--- src/rtl/freq_disp_ctrl.sv ---
// freq_disp_ctrl
// Sequences a 32-bit binary frequency count into 8 packed BCD digits using a
// serial shift-add-3 (double-dabble) engine. The result is loaded into the
// scanner's display word in one step. Counts above MAX_VAL are shown as
// all-F and flagged on overflow.
//
// Parameters:
//   POINT_LO  - digit index driven on point_1 (kHz separator)
//   POINT_HI  - value driven on point_2; the scanner adds 4 (MHz separator)
//   MAX_VAL   - largest count that is displayed as a number
//
// Ports:
//   Clk        in   1   system clock
//   Reset_n    in   1   asynchronous active-low reset
//   freq_in    in  32   binary frequency count (Hz)
//   freq_valid in   1   one-cycle strobe qualifying freq_in
//   hold       in   1   freeze request (only with FREQ_DISP_HOLD_EN)
//   Disp_Data  out 32   packed BCD, [3:0] = digit 0 (rightmost)
//   point_1    out  3   lower decimal-point digit select
//   point_2    out  3   upper decimal-point select
//   busy       out  1   conversion in progress
//   overflow   out  1   displayed value is an out-of-range result
//
// Optional feature macro: FREQ_DISP_HOLD_EN adds the hold input. While hold
// is high in IDLE, new strobes are ignored and the display stays frozen.

module freq_disp_ctrl #(
    parameter int unsigned POINT_LO = 3,
    parameter int unsigned POINT_HI = 2,
    parameter int unsigned MAX_VAL  = 99_999_999
) (
    input  logic        Clk,
    input  logic        Reset_n,
    input  logic [31:0] freq_in,
    input  logic        freq_valid,
`ifdef FREQ_DISP_HOLD_EN
    input  logic        hold,
`endif
    output logic [31:0] Disp_Data,
    output logic [2:0]  point_1,
    output logic [2:0]  point_2,
    output logic        busy,
    output logic        overflow
);

    localparam int unsigned DW  = 32;
    localparam int unsigned NIB = DW / 4;
    localparam int unsigned CW  = 5;
    localparam int unsigned PW  = 3;

    typedef enum logic [1:0] {
        IDLE  = 2'd0,
        CHECK = 2'd1,
        CONV  = 2'd2,
        LOAD  = 2'd3
    } state_t;

    state_t          state, state_nxt;
    logic [DW-1:0]   bin, bin_nxt;
    logic [DW-1:0]   bcd, bcd_nxt;
    logic [DW-5:0]   bcd_adj_lo;
    logic [2:0]      bcd_adj_top;
    logic [CW-1:0]   cnt, cnt_nxt;
    logic            ovf_pend, ovf_pend_nxt;
    logic [DW-1:0]   disp_nxt;
    logic            ovf_nxt;
    logic            busy_nxt;
    logic            start;

    // Add-3 correction of one BCD nibble.
    function automatic logic [3:0] nib_adj(input logic [3:0] n);
        return (n >= 4'd5) ? 4'(n + 4'd3) : n;
    endfunction

`ifdef FREQ_DISP_HOLD_EN
    assign start = freq_valid && !hold;
`else
    assign start = freq_valid;
`endif

    // Parallel nibble correction ahead of the shift. The top nibble's carry
    // bit would be shifted out anyway; MAX_VAL keeps it zero for valid input.
    always_comb begin
        bcd_adj_lo = bcd[DW-5:0];
        for (int i = 0; i < int'(NIB) - 1; i++) begin
            bcd_adj_lo[4*i +: 4] = nib_adj(bcd[4*i +: 4]);
        end
        bcd_adj_top = 3'(nib_adj(bcd[DW-1 -: 4]));
    end

    // Next-state and datapath update.
    always_comb begin
        state_nxt    = state;
        bin_nxt      = bin;
        bcd_nxt      = bcd;
        cnt_nxt      = cnt;
        ovf_pend_nxt = ovf_pend;
        disp_nxt     = Disp_Data;
        ovf_nxt      = overflow;

        case (state)
            IDLE: begin
                if (start) begin
                    bin_nxt   = freq_in;
                    bcd_nxt   = '0;
                    state_nxt = CHECK;
                end
            end
            CHECK: begin
                if (bin > DW'(MAX_VAL)) begin
                    bcd_nxt      = '1;
                    ovf_pend_nxt = 1'b1;
                    state_nxt    = LOAD;
                end else begin
                    ovf_pend_nxt = 1'b0;
                    cnt_nxt      = '0;
                    state_nxt    = CONV;
                end
            end
            CONV: begin
                bcd_nxt = {bcd_adj_top, bcd_adj_lo, bin[DW-1]};
                bin_nxt = {bin[DW-2:0], 1'b0};
                cnt_nxt = CW'(cnt + 1'b1);
                if (cnt == CW'(DW - 1)) begin
                    state_nxt = LOAD;
                end
            end
            LOAD: begin
                disp_nxt  = bcd;
                ovf_nxt   = ovf_pend;
                state_nxt = IDLE;
            end
            default: begin
                state_nxt = IDLE;
            end
        endcase

        busy_nxt = (state_nxt != IDLE);
    end

    // State and datapath registers.
    always_ff @(posedge Clk or negedge Reset_n) begin
        if (!Reset_n) begin
            state     <= IDLE;
            bin       <= '0;
            bcd       <= '0;
            cnt       <= '0;
            ovf_pend  <= 1'b0;
            Disp_Data <= '0;
            overflow  <= 1'b0;
            busy      <= 1'b0;
            point_1   <= PW'(POINT_LO);
            point_2   <= PW'(POINT_HI);
        end else begin
            state     <= state_nxt;
            bin       <= bin_nxt;
            bcd       <= bcd_nxt;
            cnt       <= cnt_nxt;
            ovf_pend  <= ovf_pend_nxt;
            Disp_Data <= disp_nxt;
            overflow  <= ovf_nxt;
            busy      <= busy_nxt;
            point_1   <= PW'(POINT_LO);
            point_2   <= PW'(POINT_HI);
        end
    end

endmodule

--- config.mk ---
export PLATFORM = sky130hd
export DESIGN_NAME = freq_disp_ctrl
export DESIGN_NICKNAME = d
export VERILOG_FILES = /design/src/rtl/freq_disp_ctrl.sv
export SDC_FILE = /design/constraint.sdc
export NUM_CORES = 1
export LEC_CHECK = 0
export CAP_MARGIN = 20
export CORE_MARGIN = 2
export CORE_UTILIZATION = 48
export CTS_CLUSTER_SIZE = 20
export DETAILED_ROUTE_END_ITERATION = 8
export PLACE_DENSITY = 0.72
export SETUP_SLACK_MARGIN = 0.1
export SYNTH_ARGS = -nofsm -noshare
export SYNTH_HDL_FRONTEND = slang
export SYNTH_SLANG_ARGS = --single-unit
--- constraint.sdc ---
create_clock -name Clk -period 2.7 [get_ports Clk]
set_clock_uncertainty 0.1 [all_clocks]
set_input_delay 0.405 -clock Clk [delete_from_list [all_inputs] [get_ports Clk]]
set_output_delay 0.405 -clock Clk [all_outputs]
set_load 0.02 [all_outputs]
==> out/summary.txt, run 1 <==
source of the worst hold timing path = ovf_pend
min-delay worst type = reg -> reg
Worst-path clk slew = 60 ps
first-pass detailed-route iteration total = 4
vias in the first global route = 4057
H-tree Lvls = 3
Finish-stage setup viols = 0
Post-CTS Setup Bufs = 0
Syn Inst Count = 523
Vias = 4010
ant diodes = 0
hpwl dp = 7.32 mm
Most used DFF post-synth = dfrtp_1
placement row count = 39
R2R Path End = bcd[21]
Fmax = 0.422 GHz
Via density = 5.49
Yosys top cell by area = dfrtp_1
DIE AREA = 12500 um2
setup_tns = 0 ps
Slew Viols, Final = 0
Startpoint Class = flop
syn_area_per_cell = 10.6 um2
CP Capture Type = flop
Worst Hold End = ovf_pend
average wire per standard cell = 15.2 um
Reg2Reg Launch Point = bin[29]
crit-path cells = nor4_2 > nand2_1 > a221o_1 > o21ai_4 > buf_4 > mux2i_1
Yosys cell types = 36
final hold vios = 0
slowest cell on the critical path = o21ai_4
share of cells above drive strength 1 = 12.8%
Critical Path Start = bin[29]
FF+latch count, synth = 106
Post-synth top cells = 106 x dfrtp_1, 62 x o21ai_0, 56 x nand2_1
Slew @ Worst Pin = 671 ps
CTS Buf Count = 9
Worst Reg-to-Reg Cells = 6
Die H = 112 um
Peak VDD IR = 0.000608 V
clock buffer depth = 2
clk_lat worst skew = 350 ps
worst hold path cell count = 1
leakage = 2.99 nW
synth warn = 0
Placed Cells = 713
Seq/Total Area, Yosys = 47.6%
max cap viols = 0
Total Nets Final = 640
CTS tree = yes
largest fanout on the critical path = 13
Synth top area share = 47.6%
starting density of the core = 49.0%
gpl congestion = 0.791
period utilization = 87.8%
worst reg-to-reg setup slack = 330 ps
worst path required time = 2870 ps
CTS root buffer = clkbuf_16
Area Growth Syn to Fin = 20.9%
synthesized area = 5570 um2
Non-Filler Instances = 731
pwr dens = 1180 nW/um2
EDFF count, synth = 0
fin util = 59.2%
Total GRT Usage = 18.7%
ANT nets after route = 0
Worst Path Arrival = 2540 ps
minimum clock period = 2370 ps
ys async rst share = 100%
I/O pin cnt = 75
Slew headroom = 55.1%
Core Area = 11400 um2
most frequent cell after synthesis = dfrtp_1
status = finished, final reports clean
initial antenna violation count = 0
RSZ-0062 raised after global routing = no
gr ovfl total = 0
first-pass GRT wire length = 19.1 mm
Initial DRC Count = 170
top cells by area, synth = dfrtp_1 48%, mux2i_1 9.9%, mux2_2 8.9%
DRT Wirelength = 11.1 mm
Die X = 112 um
# port buffers = 68
DRC Markers = 0
Fillers = 970
crit path kind = reg -> reg
clk sinks = 106
CP max stage delay = 500 ps
pin count of the biggest net entering global routing = 83
sequential cells by signal (all words and copies together), names as in the netlist:
register	count
cnt	5
ovf_pend	1
bcd	32
busy	1
Disp_Data	32
state	2
bin	32
overflow	1
worst max-delay path: cells and delay by family, from the launching register on:
family          cells  cell delay [ps]
simple gates        2              450
mux                 1              190
flops               1              400
compound gates      2              900
buf+inv             1              240
per-stage QoR:
stage	power [mW]	hold WS (ps)	setup WS, ps	cell area (um2)
floorplan	5.39	9.41	742	5580
global placement	6.43	227	137	6400
detailed placement	6.59	229	7.54	6400
CTS	8.00	388	188	6720
global route	8.51	404	191	6730
finish	7.94	378	330	6730
worst max path at each step:
stage	depth (start not counted)	slack, ps	to
2_1_floorplan	7	740	bcd[10]
3_3_place_gp	6	140	bcd[20]
3_5_place_dp	6	8	bcd[21]
4_1_cts	5	190	bcd[11]
5_1_grt	6	190	bcd[23]
6_report	6	330	bcd[21]
area by class of cell:
cell class / count / area [um2] / share of cell area [%]
multi-input combinational: 361 / 2700 / 40.1
sequential: 106 / 2650 / 39.4
timing repair buffer: 77 / 786 / 11.7
clock buffer: 12 / 256 / 3.81
tap: 143 / 179 / 2.66
inverter: 28 / 105 / 1.56
clock inverter: 4 / 50.0 / 0.744
cells by family after synthesis:
kind of cell    share of synthesized area, %
fa+ha+maj                               4.94
buf+inv                                 4.81
other cells                            0.135
simple gates                            10.6
mux                                     20.0
flops                                   47.6
compound gates                          11.9
routing by layer:
| metal | track usage, % | vias up | wire length [um] |
|---|---|---|---|
| met3 | 2.89 | 19 | 379 |
| met2 | 30.7 | 79 | 5200 |
| met1 | 25.0 | 1969 | 5300 |
| met4 | 7.33 | 0 | 222 |
| li1 | - | 1943 | - |
| met5 | 0 | - | 0 |
cells in the final DEF (no fill, tap or decap), types with 9 or more instances in the layout:
cell / Yosys / final
dfrtp_1: 106 / 106
clkdlybuf4s50_1: 0 / 67
o21ai_0: 62 / 62
nand2_1: 56 / 56
mux2i_1: 55 / 54
mux2_2: 44 / 44
inv_1: 28 / 28
ha_1: 22 / 21
a21boi_0: 15 / 15
a21oi_1: 12 / 12
and3_1: 11 / 11
nand2b_1: 10 / 10
clkbuf_16: 0 / 9
power breakdown:
part | total, mW | internal, mW | switching [mW]
Sequential | 2.66 | 2.20 | 0.456
Clock | 1.35 | 0.769 | 0.582
Combinational | 3.93 | 1.82 | 2.11
repair_timing:
| item | CTS | global route |
|---|---|---|
| gates cloned | 1 | 0 |
| hold endpoints to repair | 24 | 0 |
| hold buffers | 1 | 0 |
| pin swaps | 1 | 0 |
| setup endpoints to repair | 13 | 13 |
| gates resized for setup | 0 | 1 |
(Power assumes the default switching activity.)
==> inputs of run 2 (changes only) <==
--- a/config.mk
+++ b/config.mk
@@ -10,6 +10,7 @@
 export CORE_UTILIZATION = 48
 export CTS_CLUSTER_SIZE = 20
 export DETAILED_ROUTE_END_ITERATION = 8
+export HOLD_SLACK_MARGIN = 0.06
 export PLACE_DENSITY = 0.72
 export SETUP_SLACK_MARGIN = 0.1
 export SYNTH_ARGS = -nofsm -noshare
==> constraint.sdc (replaced) <==
create_clock -name Clk -period 2.8 [get_ports Clk]
set_clock_uncertainty 0.1 [all_clocks]
set_input_delay 0.42 -clock Clk [delete_from_list [all_inputs] [get_ports Clk]]
set_output_delay 0.42 -clock Clk [all_outputs]
set_load 0.02 [all_outputs]
==> run 2 against run 1 <==
Effect of this change:
- sequential power shrank 3%
- count of clock-buffer cells in the layout down 1
- first-iteration DRC count rose by 8.8%
- critical path depth did not move
- sequential share of layout area is 0.15 points higher
- worst setup slack better by 70 ps
- critical endpoint is now bcd[20]
- highest routed layer unchanged
==> out/summary.txt, run 2 (synthesized netlist as in run 1, its figures left out) <==
internal cell power = 4.56 mW (-4.7%)
hpwl dp = 7.64 mm (+4.4%)
I/O pin cnt = 75 (unchanged)
period utilization = 85.7% (-2.1 points)
H-tree Lvls = 3 (unchanged)
most frequent cells in the layout = 106 x dfrtp_1, 67 x clkdlybuf4s50_1, 62 x o21ai_0, 56 x nand2_1, 54 x mux2i_1
crit-path cells = nor4_2 > nand2_1 > a221o_1 > o21ai_4 > buf_4 > mux2i_1
worst reg-to-reg setup slack = 400 ps (+70 ps)
setup_tns = 0 ps (unchanged)
source of the worst hold timing path = bin[3]
share of cells above drive strength 1 = 12.9% (+0.13 points)
slowest cell on the critical path = o21ai_4
Via density = 5.43 (-1.0%)
Total GRT Usage = 18.4% (-0.24 points)
pwr dens = 1120 nW/um2 (-4.7%)
starting density of the core = 49.0% (unchanged)
Reg2Reg Launch Point = bin[29]
CTS tree = yes
worst hold path cell count = 2 (+1)
# port buffers = 68 (unchanged)
Vias = 3979 (-0.77%)
ANT nets after route = 0 (unchanged)
Worst Reg-to-Reg Cells = 6 (unchanged)
CTS root buffer = clkbuf_16
Clk pwr share = 16.6% (-0.4 points)
Slew headroom = 53.7% (-1.4 points)
share of total power in combinational logic = 49.4% (about the same)
Fillers = 959 (-1.1%)
pin count of the biggest net entering global routing = 65 (-22%)
Slew @ Worst Pin = 692 ps (+20.6 ps)
placement row count = 39 (unchanged)
switching share of power = 39.5% (-0.25 points)
DRC Markers = 0 (unchanged)
max cap viols = 0 (unchanged)
initial antenna violation count = 0 (unchanged)
part of the power in registers = 34.1% (+0.6 points)
crit path kind = reg -> reg
min-delay worst type = reg -> reg
RSZ-0062 raised after global routing = no
minimum clock period = 2400 ps (+29.8 ps)
worst path required time = 2970 ps (+100 ps)
gpl congestion = 0.833 (+5.3%)
worst slack at placement = 387 ps (+379 ps)
status = finished, final reports clean
CTS Buf Count = 9 (unchanged)
Fmax = 0.417 GHz (-1.2%)
Initial DRC Count = 185 (+8.8%)
post-route cell area = 6710 um2 (-0.37%)
leakage = 2.98 nW (about the same)
CP Capture Type = flop
CP max stage delay = 570 ps (+70 ps)
largest fanout on the critical path = 19 (+6)
final hold vios = 0 (unchanged)
Area Growth Syn to Fin = 20.4%
ant diodes = 0 (unchanged)
Peak VDD IR = 0.000752 V (+24%)
Finish-stage setup viols = 0 (unchanged)
gr ovfl total = 0 (unchanged)
fin worst setup slack = 401 ps (+70.2 ps)
first-pass detailed-route iteration total = 4 (unchanged)
Die H = 112 um (unchanged)
most common cell after layout, fill and taps aside = dfrtp_1
cell area after placement = 6410 um2 (+0.16%)
Switch Pwr = 2.97 mW (-5.7%)
Worst Path Arrival = 2570 ps (+30 ps)
clk sinks = 106 (unchanged)
Total Nets Final = 642 (+0.31%)
average wire per standard cell = 15.0 um (-1.3%)
vias in the first global route = 4017 (-0.99%)
Slew Viols, Final = 0 (unchanged)
Worst-path clk slew = 70 ps (about the same)
R2R Path End = bcd[20]
Worst Hold End = bin[3]
DRT Wirelength = 11.0 mm (-1.0%)
post-cts sizing count = 0 (unchanged)
first-pass GRT wire length = 18.9 mm (-1.3%)
clock buffer depth = 2 (unchanged)
largest registers = Disp_Data (32), bcd (32), bin (32)
Core Area = 11400 um2 (unchanged)
DIE AREA = 12500 um2 (unchanged)
Die X = 112 um (unchanged)
Startpoint Class = flop
clk_lat worst skew = 360 ps (about the same)
[run 2: changes by cell type in the layout (fill, tap and decap cells not counted), sizes merged]
cell and delta:
o21ai -1, buf +3, clkinv +1, clkbuf -1
[run 2: layout make-up]
type	instances	area, um2	area share, %
clock buffer	11	233	3.47
inverter	28	105	1.57
timing repair buffer	80	796	11.9
sequential	106	2650	39.6
clock inverter	5	55.1	0.821
multi-input combinational	360	2690	40.0
tap	143	179	2.67
[run 2: per-layer routing]
layer | GRT usage, % | part of all wire [%]
met3 | 4.95 | 4.1
met1 | 24.2 | 47
met4 | 5.51 | 1.3
met5 | 0 | 0
met2 | 30.1 | 48
[run 2: worst max-delay path by stage]
stage / from / to / slack (ps) / cells past startpoint
floorplan: state[0] / bcd[10] / 840 / 7
finish: bin[29] / bcd[20] / 400 / 6
detailed placement: bin[29] / bcd[20] / 390 / 6
global placement: bin[29] / bcd[9] / 460 / 6
CTS: bin[29] / bcd[20] / 360 / 6
global route: bin[29] / bcd[8] / 210 / 6
[run 2: timing repair]
action	CTS	global route
hold endpoints to repair	38	0
endpoints found under the setup margin	0	0
hold buffers	1	0
buffers inserted	0	0
[run 2: worst max-delay path, delay by kind of cell (launching register included)]
kind	cells	cell delay, ps
AOI/OAI and AO/OA	2	900
and+or+nand+nor	2	410
DFF	1	400
buffers and inverters	1	290
muxes	1	210
[run 2: power by group through the flow]
stage | combinational [mW] | clock, mW | sequential [mW]
finish | 3.72 | 1.25 | 2.57
floorplan | 2.51 | 0 | 2.69
CTS | 3.76 | 1.29 | 2.57
detailed placement | 3.74 | 0 | 2.60
global route | 4.12 | 1.34 | 2.66
global placement | 3.63 | 0 | 2.56
[run 2: stage by stage]
stage / total power [mW] / hold WS (ps) / instances / util [%]
4_1_cts: 7.61 / 389 / 733 / 59.0
5_1_grt: 8.12 / 407 / 733 / 59.0
3_3_place_gp: 6.19 / 334 / 716 / 56.4
3_5_place_dp: 6.34 / 334 / 716 / 56.4
6_report: 7.54 / 384 / 733 / 59.0
2_1_floorplan: 5.20 / 24.4 / 527 / -
